`src/rtl/fetch_pkg.sv`:
```
// Shared types and constants for the instruction fetch controller.
package fetch_pkg;

   typedef enum logic [1:0] {
      FETCH     = 2'd0,
      WAIT_RESP = 2'd1,
      DROP      = 2'd2
   } fetch_state_e;

   localparam int unsigned FETCH_ADDR_LEN = 32;

   localparam logic [FETCH_ADDR_LEN-1:0] DEFAULT_RESET_PC = 32'h8000_0000;

   // Buffered instruction: fetch address alongside the returned word.
   typedef struct packed {
      logic [FETCH_ADDR_LEN-1:0] pc;
      logic [31:0]               inst;
   } fetch_entry_t;

endpackage

```
`src/rtl/fetch_fifo.sv`:
```
// Synchronous first-word-fall-through instruction buffer with flush.
// The head entry is presented combinationally whenever the buffer is not empty.
module fetch_fifo
   import fetch_pkg::*;
#(
   parameter int unsigned DEPTH   = 4,
   parameter type         entry_t = fetch_entry_t
) (
   input  logic   clk,
   input  logic   rstn,
   input  logic   flush,
   input  logic   push,
   input  entry_t push_data,
   input  logic   pop,
   output logic   valid,
   output logic   full,
   output entry_t head
);

   localparam int unsigned PTR_W = (DEPTH > 1) ? $clog2(DEPTH) : 1;
   localparam int unsigned CNT_W = PTR_W + 1;

   entry_t           mem [DEPTH];
   logic [PTR_W-1:0] wr_ptr;
   logic [PTR_W-1:0] rd_ptr;
   logic [CNT_W-1:0] count;
   logic             do_push;
   logic             do_pop;

   assign valid   = (count != '0);
   assign full    = (count == CNT_W'(DEPTH));
   assign do_push = push & ~full & ~flush;
   assign do_pop  = pop & valid & ~flush;
   assign head    = mem[rd_ptr];

   // NOTE: state registers use non-blocking assignments so every flop samples pre-edge values.
   always_ff @(posedge clk) begin
      if (!rstn || flush) begin
         wr_ptr <= '0;
         rd_ptr <= '0;
         count  <= '0;
      end else begin
         if (do_push) wr_ptr <= wr_ptr + PTR_W'(1);
         if (do_pop)  rd_ptr <= rd_ptr + PTR_W'(1);
         case ({do_push, do_pop})
            2'b10:   count <= count + CNT_W'(1);
            2'b01:   count <= count - CNT_W'(1);
            default: count <= count;
         endcase
      end
   end

   // NOTE: storage is deliberately not reset; the count alone decides which entries are valid.
   always_ff @(posedge clk) begin
      if (do_push) mem[wr_ptr] <= push_data;
   end

endmodule

```
`src/rtl/icache_fetch_ctrl.sv`:
```
// Instruction fetch controller: one outstanding icache request, FWFT buffer to decode.
// Optional macro FETCH_PERF_CNT_EN adds fetch_cnt_o / drop_cnt_o performance counters.
module icache_fetch_ctrl
   import fetch_pkg::*;
#(
   parameter int unsigned          ADDR_LEN   = 32,
   parameter int unsigned          FIFO_DEPTH = 4,
   parameter logic [ADDR_LEN-1:0]  RESET_PC   = ADDR_LEN'(DEFAULT_RESET_PC)
) (
   input  logic                clk,
   input  logic                rstn,

   input  logic                redirect_valid_i,
   input  logic [ADDR_LEN-1:0] redirect_pc_i,

   output logic                req_valid_o,
   input  logic                req_ready_i,
   output logic [ADDR_LEN-1:0] req_addr_o,

   input  logic                resp_valid_i,
   output logic                resp_ready_o,
   input  logic [31:0]         resp_data_i,
   input  logic [ADDR_LEN-1:0] resp_addr_i,

   output logic                inst_valid_o,
   input  logic                inst_ready_i,
   output logic [31:0]         inst_o,
   output logic [ADDR_LEN-1:0] inst_pc_o
`ifdef FETCH_PERF_CNT_EN
   ,
   output logic [31:0]         fetch_cnt_o,
   output logic [31:0]         drop_cnt_o
`endif
);

   typedef struct packed {
      logic [ADDR_LEN-1:0] pc;
      logic [31:0]         inst;
   } entry_t;

   fetch_state_e        state_q;
   fetch_state_e        state_d;
   logic [ADDR_LEN-1:0] pc_q;
   logic [ADDR_LEN-1:0] pc_d;
   logic                fifo_push;
   logic                fifo_pop;
   logic                fifo_full;
   logic                fifo_valid;
   entry_t              fifo_head;
   entry_t              fifo_wdata;
   logic                resp_fire;

   assign req_addr_o = pc_q;
   assign resp_fire  = resp_valid_i & resp_ready_o;
   assign fifo_pop   = fifo_valid & inst_ready_i;
   assign fifo_wdata = '{pc: resp_addr_i, inst: resp_data_i};

   // NOTE: every signal driven here gets a default first, so no path can infer a latch.
   always_comb begin
      state_d      = state_q;
      pc_d         = pc_q;
      req_valid_o  = 1'b0;
      resp_ready_o = 1'b0;
      fifo_push    = 1'b0;

      case (state_q)
         FETCH: begin
            // The buffer slot is effectively reserved here, so a response never finds it full.
            req_valid_o = ~fifo_full & ~redirect_valid_i;
            if (req_valid_o && req_ready_i) begin
               pc_d    = pc_q + ADDR_LEN'(4);
               state_d = WAIT_RESP;
            end
         end
         WAIT_RESP: begin
            resp_ready_o = 1'b1;
            if (redirect_valid_i) begin
               state_d = resp_valid_i ? FETCH : DROP;
            end else if (resp_valid_i) begin
               fifo_push = 1'b1;
               state_d   = FETCH;
            end
         end
         DROP: begin
            resp_ready_o = 1'b1;
            if (resp_valid_i) state_d = FETCH;
         end
         default: state_d = FETCH;
      endcase

      if (redirect_valid_i) pc_d = redirect_pc_i & ~ADDR_LEN'(3);
   end

   always_ff @(posedge clk) begin
      if (!rstn) begin
         state_q <= FETCH;
         pc_q    <= RESET_PC;
      end else begin
         state_q <= state_d;
         pc_q    <= pc_d;
      end
   end

   fetch_fifo #(
      .DEPTH   (FIFO_DEPTH),
      .entry_t (entry_t)
   ) u_fifo (
      .clk       (clk),
      .rstn      (rstn),
      .flush     (redirect_valid_i),
      .push      (fifo_push),
      .push_data (fifo_wdata),
      .pop       (fifo_pop),
      .valid     (fifo_valid),
      .full      (fifo_full),
      .head      (fifo_head)
   );

   assign inst_valid_o = fifo_valid;
   assign inst_o       = fifo_head.inst;
   assign inst_pc_o    = fifo_head.pc;

`ifdef FETCH_PERF_CNT_EN
   // A response is discarded when it lands in DROP or together with a redirect.
   logic drop_evt;
   assign drop_evt = resp_fire & ((state_q == DROP) | redirect_valid_i);

   always_ff @(posedge clk) begin
      if (!rstn) begin
         fetch_cnt_o <= '0;
         drop_cnt_o  <= '0;
      end else begin
         if (fifo_push) fetch_cnt_o <= fetch_cnt_o + 32'd1;
         if (drop_evt)  drop_cnt_o  <= drop_cnt_o + 32'd1;
      end
   end
`else
   // Counters are not built; response handling is otherwise unchanged.
`endif

endmodule

```
`config.mk`:
```
export PLATFORM = sky130hd
export DESIGN_NAME = icache_fetch_ctrl
export DESIGN_NICKNAME = d
export VERILOG_FILES = /design/src/rtl/fetch_pkg.sv /design/src/rtl/fetch_fifo.sv /design/src/rtl/icache_fetch_ctrl.sv
export SDC_FILE = /design/constraint.sdc
export NUM_CORES = 1
export LEC_CHECK = 0
export ABC_AREA = 1
export CAP_MARGIN = 10
export CORE_MARGIN = 3
export CORE_UTILIZATION = 35
export CTS_BUF_LIST = sky130_fd_sc_hd__clkbuf_8 sky130_fd_sc_hd__clkbuf_16
export DETAILED_ROUTE_END_ITERATION = 6
export MAX_ROUTING_LAYER = met4
export PLACE_DENSITY = 0.53
export SYNTH_ARGS = -nofsm -noshare
export SYNTH_HDL_FRONTEND = slang
export SYNTH_SLANG_ARGS = --single-unit
```
`constraint.sdc`:
```
create_clock -name clk -period 14.1 [get_ports clk]
set_input_delay 4.23 -clock clk [delete_from_list [all_inputs] [get_ports clk]]
set_output_delay 4.23 -clock clk [all_outputs]
set_load 0.005 [all_outputs]
```
==> metrics.txt <==
run status completed; type of origin of the critical path primary input; total vias in the final route 8601; Non-Filler Instances 1755; Worst R2R Start state_q[1]$_SDFFE_PN0P_; fraction of synthesized cell area taken by the top area cell type 62.4%; Finished Cell Area 0.0157 mm^2; Max rail drop VDD 0.0819 mV; post-DR wirelength/cell 17.8 um; buffers and inverters on the worst path 4; count of hold-fix buffers inserted at cts 0; cell area power density 120 mW/mm^2; clock latency reported for the late side of the worst-skew pair 0.51 ns; start point of the worst hold path u_fifo.count[0]$_SDFFE_PP0P_; Placer Congestion 0.817; highest cell delay on the worst timing path 0.53 ns; drt total wl 31300 um; data arrival at the endpoint of the critical path 6.16 ns; highest net fanout along the worst path 30; antenna violations before repair 2; number of ports placed on the die boundary 201; maximum number of pins on one net before global-route repair 87; number of warning messages in the yosys log 0; die extent in y 194 um; die area 0.0375 mm^2; cell type with the highest aggregate area in the netlist sky130_fd_sc_hd__edfxtp_1; post-cts resize count 0; Avg Vias per Cell 4.90; initial detailed-routing violation count 437; Top Family by Delay on Critical Path buffers and inverters; crit path launch redirect_valid_i; final setup margin 3.71 ns; share of synthesized area occupied by flip-flops and latches 69.0%; final worst clock skew 0.0141 ns; endpoint class of the critical path output pin; post-layout util 45.4%; required time reported for the critical path endpoint 9.87 ns; LEAKAGE 5.41 nW; Final Hold Violating Endpoints 0; Syn Inst Count 1087; post-placement cell count 1692; number of global-route vias before repair 8505; share of flip-flops with an asynchronous set or reset after synthesis 0%; setup repair after global routing missed its margin no; area of the multi-input gates 0.00339 mm^2; Sum Neg Setup Slack 0 ns; number of buffers between clock root and the deepest sink 3; count of flip-flops with a built-in enable after synthesis 256; max-slew violations 0; register bit total from synthesis 297; cell-by-cell trace of the critical path clkdlybuf4s50_1 > buf_4 > inv_2 > nand2_1 > nor2_1 > clkdlybuf4s50_1; top flip-flop cell by instance count after synthesis sky130_fd_sc_hd__edfxtp_1; width of the die 194 um; final antenna-violating net count 0; most numerous cell in the Yosys netlist sky130_fd_sc_hd__edfxtp_1; synthesized cell area 0.0123 mm^2; total power consumption of the routed design 1.89 mW; Synth Area per Inst 11.3 um^2; Rows 68; clock tree root buffer cell sky130_fd_sc_hd__clkbuf_16; total setup violations reported at the end of the flow 0; largest cells by area after synthesis sky130_fd_sc_hd__edfxtp_1, sky130_fd_sc_hd__dfxtp_1, sky130_fd_sc_hd__nor2_1; Post-DP Area 0.0147 mm^2; clock slew seen by the registers of the worst setup and hold paths 0.05 ns; measured slew at the worst slew-check pin 1.06 ns; effective utilization at floorplan 35.6%; count of clock tree sinks 297; Sequential cell area 0.00851 mm^2; worst hold margin 0.502 ns; type of the worst min-delay path flip-flop to flip-flop; Fmax 96.2 MHz; Clock H-tree levels 2; MaxCap Viol Count 0; input/output buffers 196; number of unique standard cell types used by synthesis 43; Max-Slew Margin vs Limit 29.4%; leading post-synthesis cells by instance count sky130_fd_sc_hd__edfxtp_1, sky130_fd_sc_hd__nor2_1, sky130_fd_sc_hd__nand2_1; TritonCTS clock tree built; cell seen most often among critical-path stages sky130_fd_sc_hd__clkdlybuf4s50_1; minimum setup slack after placement 3.69 ns; DRC violation count after routing 0; fraction of final layout cells with drive strength greater than 1 6.55%; final layout net count 1386; HPWL after detailed placement 18300 um; count of buffers added by post-CTS timing repair for setup 0; post-layout min period 10.39 ns; area added between synthesis and finish 27.6%; Final period util 73.7%; TritonRoute pass-1 iters 5; Placeable Area 0.0346 mm^2; path type of the worst setup path primary input to output pin; first-pass GRT wire length 48700 um; global-route usage over all layers 16.8%; master of the slowest instance on the critical path sky130_fd_sc_hd__inv_2; global route overflow 0; filler cell count 3184; number of clock buffers inserted by TritonCTS 34
==> metal layers <==
metal / vias up / track usage [%] / routed length [um]
met2: 224 / 27.9 / 15100
met4: 0 / 3.24 / 412
met5: - / - / 0
li1: 4226 / - / -
met1: 4121 / 21.2 / 13700
met3: 30 / 4.21 / 1960
==> cells in the final DEF (no fill, tap or decap), types with 3 or more instances in the layout <==
cell type / synthesis / final
sky130_fd_sc_hd__edfxtp_1: 256 / 256
sky130_fd_sc_hd__a21oi_1: 24 / 24
sky130_fd_sc_hd__clkinv_1: 2 / 11
sky130_fd_sc_hd__inv_1: 44 / 54
sky130_fd_sc_hd__nand3_1: 28 / 28
sky130_fd_sc_hd__clkbuf_16: 0 / 35
sky130_fd_sc_hd__dfxtp_1: 41 / 39
sky130_fd_sc_hd__xor2_1: 6 / 6
sky130_fd_sc_hd__a31oi_1: 7 / 7
sky130_fd_sc_hd__nor2_4: 4 / 8
sky130_fd_sc_hd__nand2_2: 4 / 4
sky130_fd_sc_hd__clkdlybuf4s50_1: 0 / 196
sky130_fd_sc_hd__inv_2: 6 / 7
sky130_fd_sc_hd__a211oi_1: 4 / 4
sky130_fd_sc_hd__buf_4: 3 / 9
sky130_fd_sc_hd__ha_1: 10 / 10
sky130_fd_sc_hd__o21ai_0: 145 / 145
sky130_fd_sc_hd__nor3b_1: 4 / 4
sky130_fd_sc_hd__nor2_2: 3 / 3
sky130_fd_sc_hd__nand3b_1: 5 / 5
sky130_fd_sc_hd__nor2_1: 201 / 197
sky130_fd_sc_hd__clkinv_2: 0 / 3
sky130_fd_sc_hd__nand2_1: 147 / 147
sky130_fd_sc_hd__o22ai_1: 64 / 64
==> flip-flops by register name (all words and copies together) (netlist names), named ones only <==
signal,count
u_fifo.wr_ptr,2
u_fifo.count,3
u_fifo.rd_ptr,2
u_fifo.mem,256
req_addr_o,30
state_q,2
==> worst register-to-register path, stage by stage (launching register included) <==
cell and delay, ns:
sky130_fd_sc_hd__dfxtp_1 0.35, sky130_fd_sc_hd__inv_1 0.11, sky130_fd_sc_hd__ha_1 0.20, sky130_fd_sc_hd__nand4_2 0.39, sky130_fd_sc_hd__nor2_4 0.32, sky130_fd_sc_hd__buf_4 0.74
==> layout make-up <==
type / instances / share of cell area (%)
well taps: 455 / 3.62
flip-flops and latches: 297 / 54.1
clock inverters: 26 / 0.939
repair buffers: 205 / 12.9
inverters: 52 / 1.25
clock buffers: 35 / 5.57
multi-input cells: 683 / 21.6
diodes: 2 / 0.0318
==> kinds of logic after synthesis <==
logic type,Yosys count,synth area share [%]
simple gates,410,14.3
buf+inv,108,3.70
xor+xnor,6,0.426
other cells,1,0.0304
mux,1,0.0812
flops,297,69.0
fa+ha+maj,11,1.18
compound gates,253,11.3
==> worst paths after layout <==
check / endpoint / slack [ns] / cells past startpoint
setup / recovery: req_valid_o / 3.71 / 6
setup reg to reg: u_fifo.mem[2][22]$_DFFE_PP_ / 11.51 / 5
hold reg to reg: u_fifo.count[0]$_SDFFE_PP0P_ / 0.50 / 2
hold / removal: u_fifo.count[0]$_SDFFE_PP0P_ / 0.50 / 2
==> where the power goes <==
group,switching [mW],internal (mW),leakage (nW)
clock network,0.332,0.468,0.542
logic,0.0526,0.0582,2.23
registers,0.0132,0.965,2.64
Note: power is estimated with default switching activity, not from simulation.
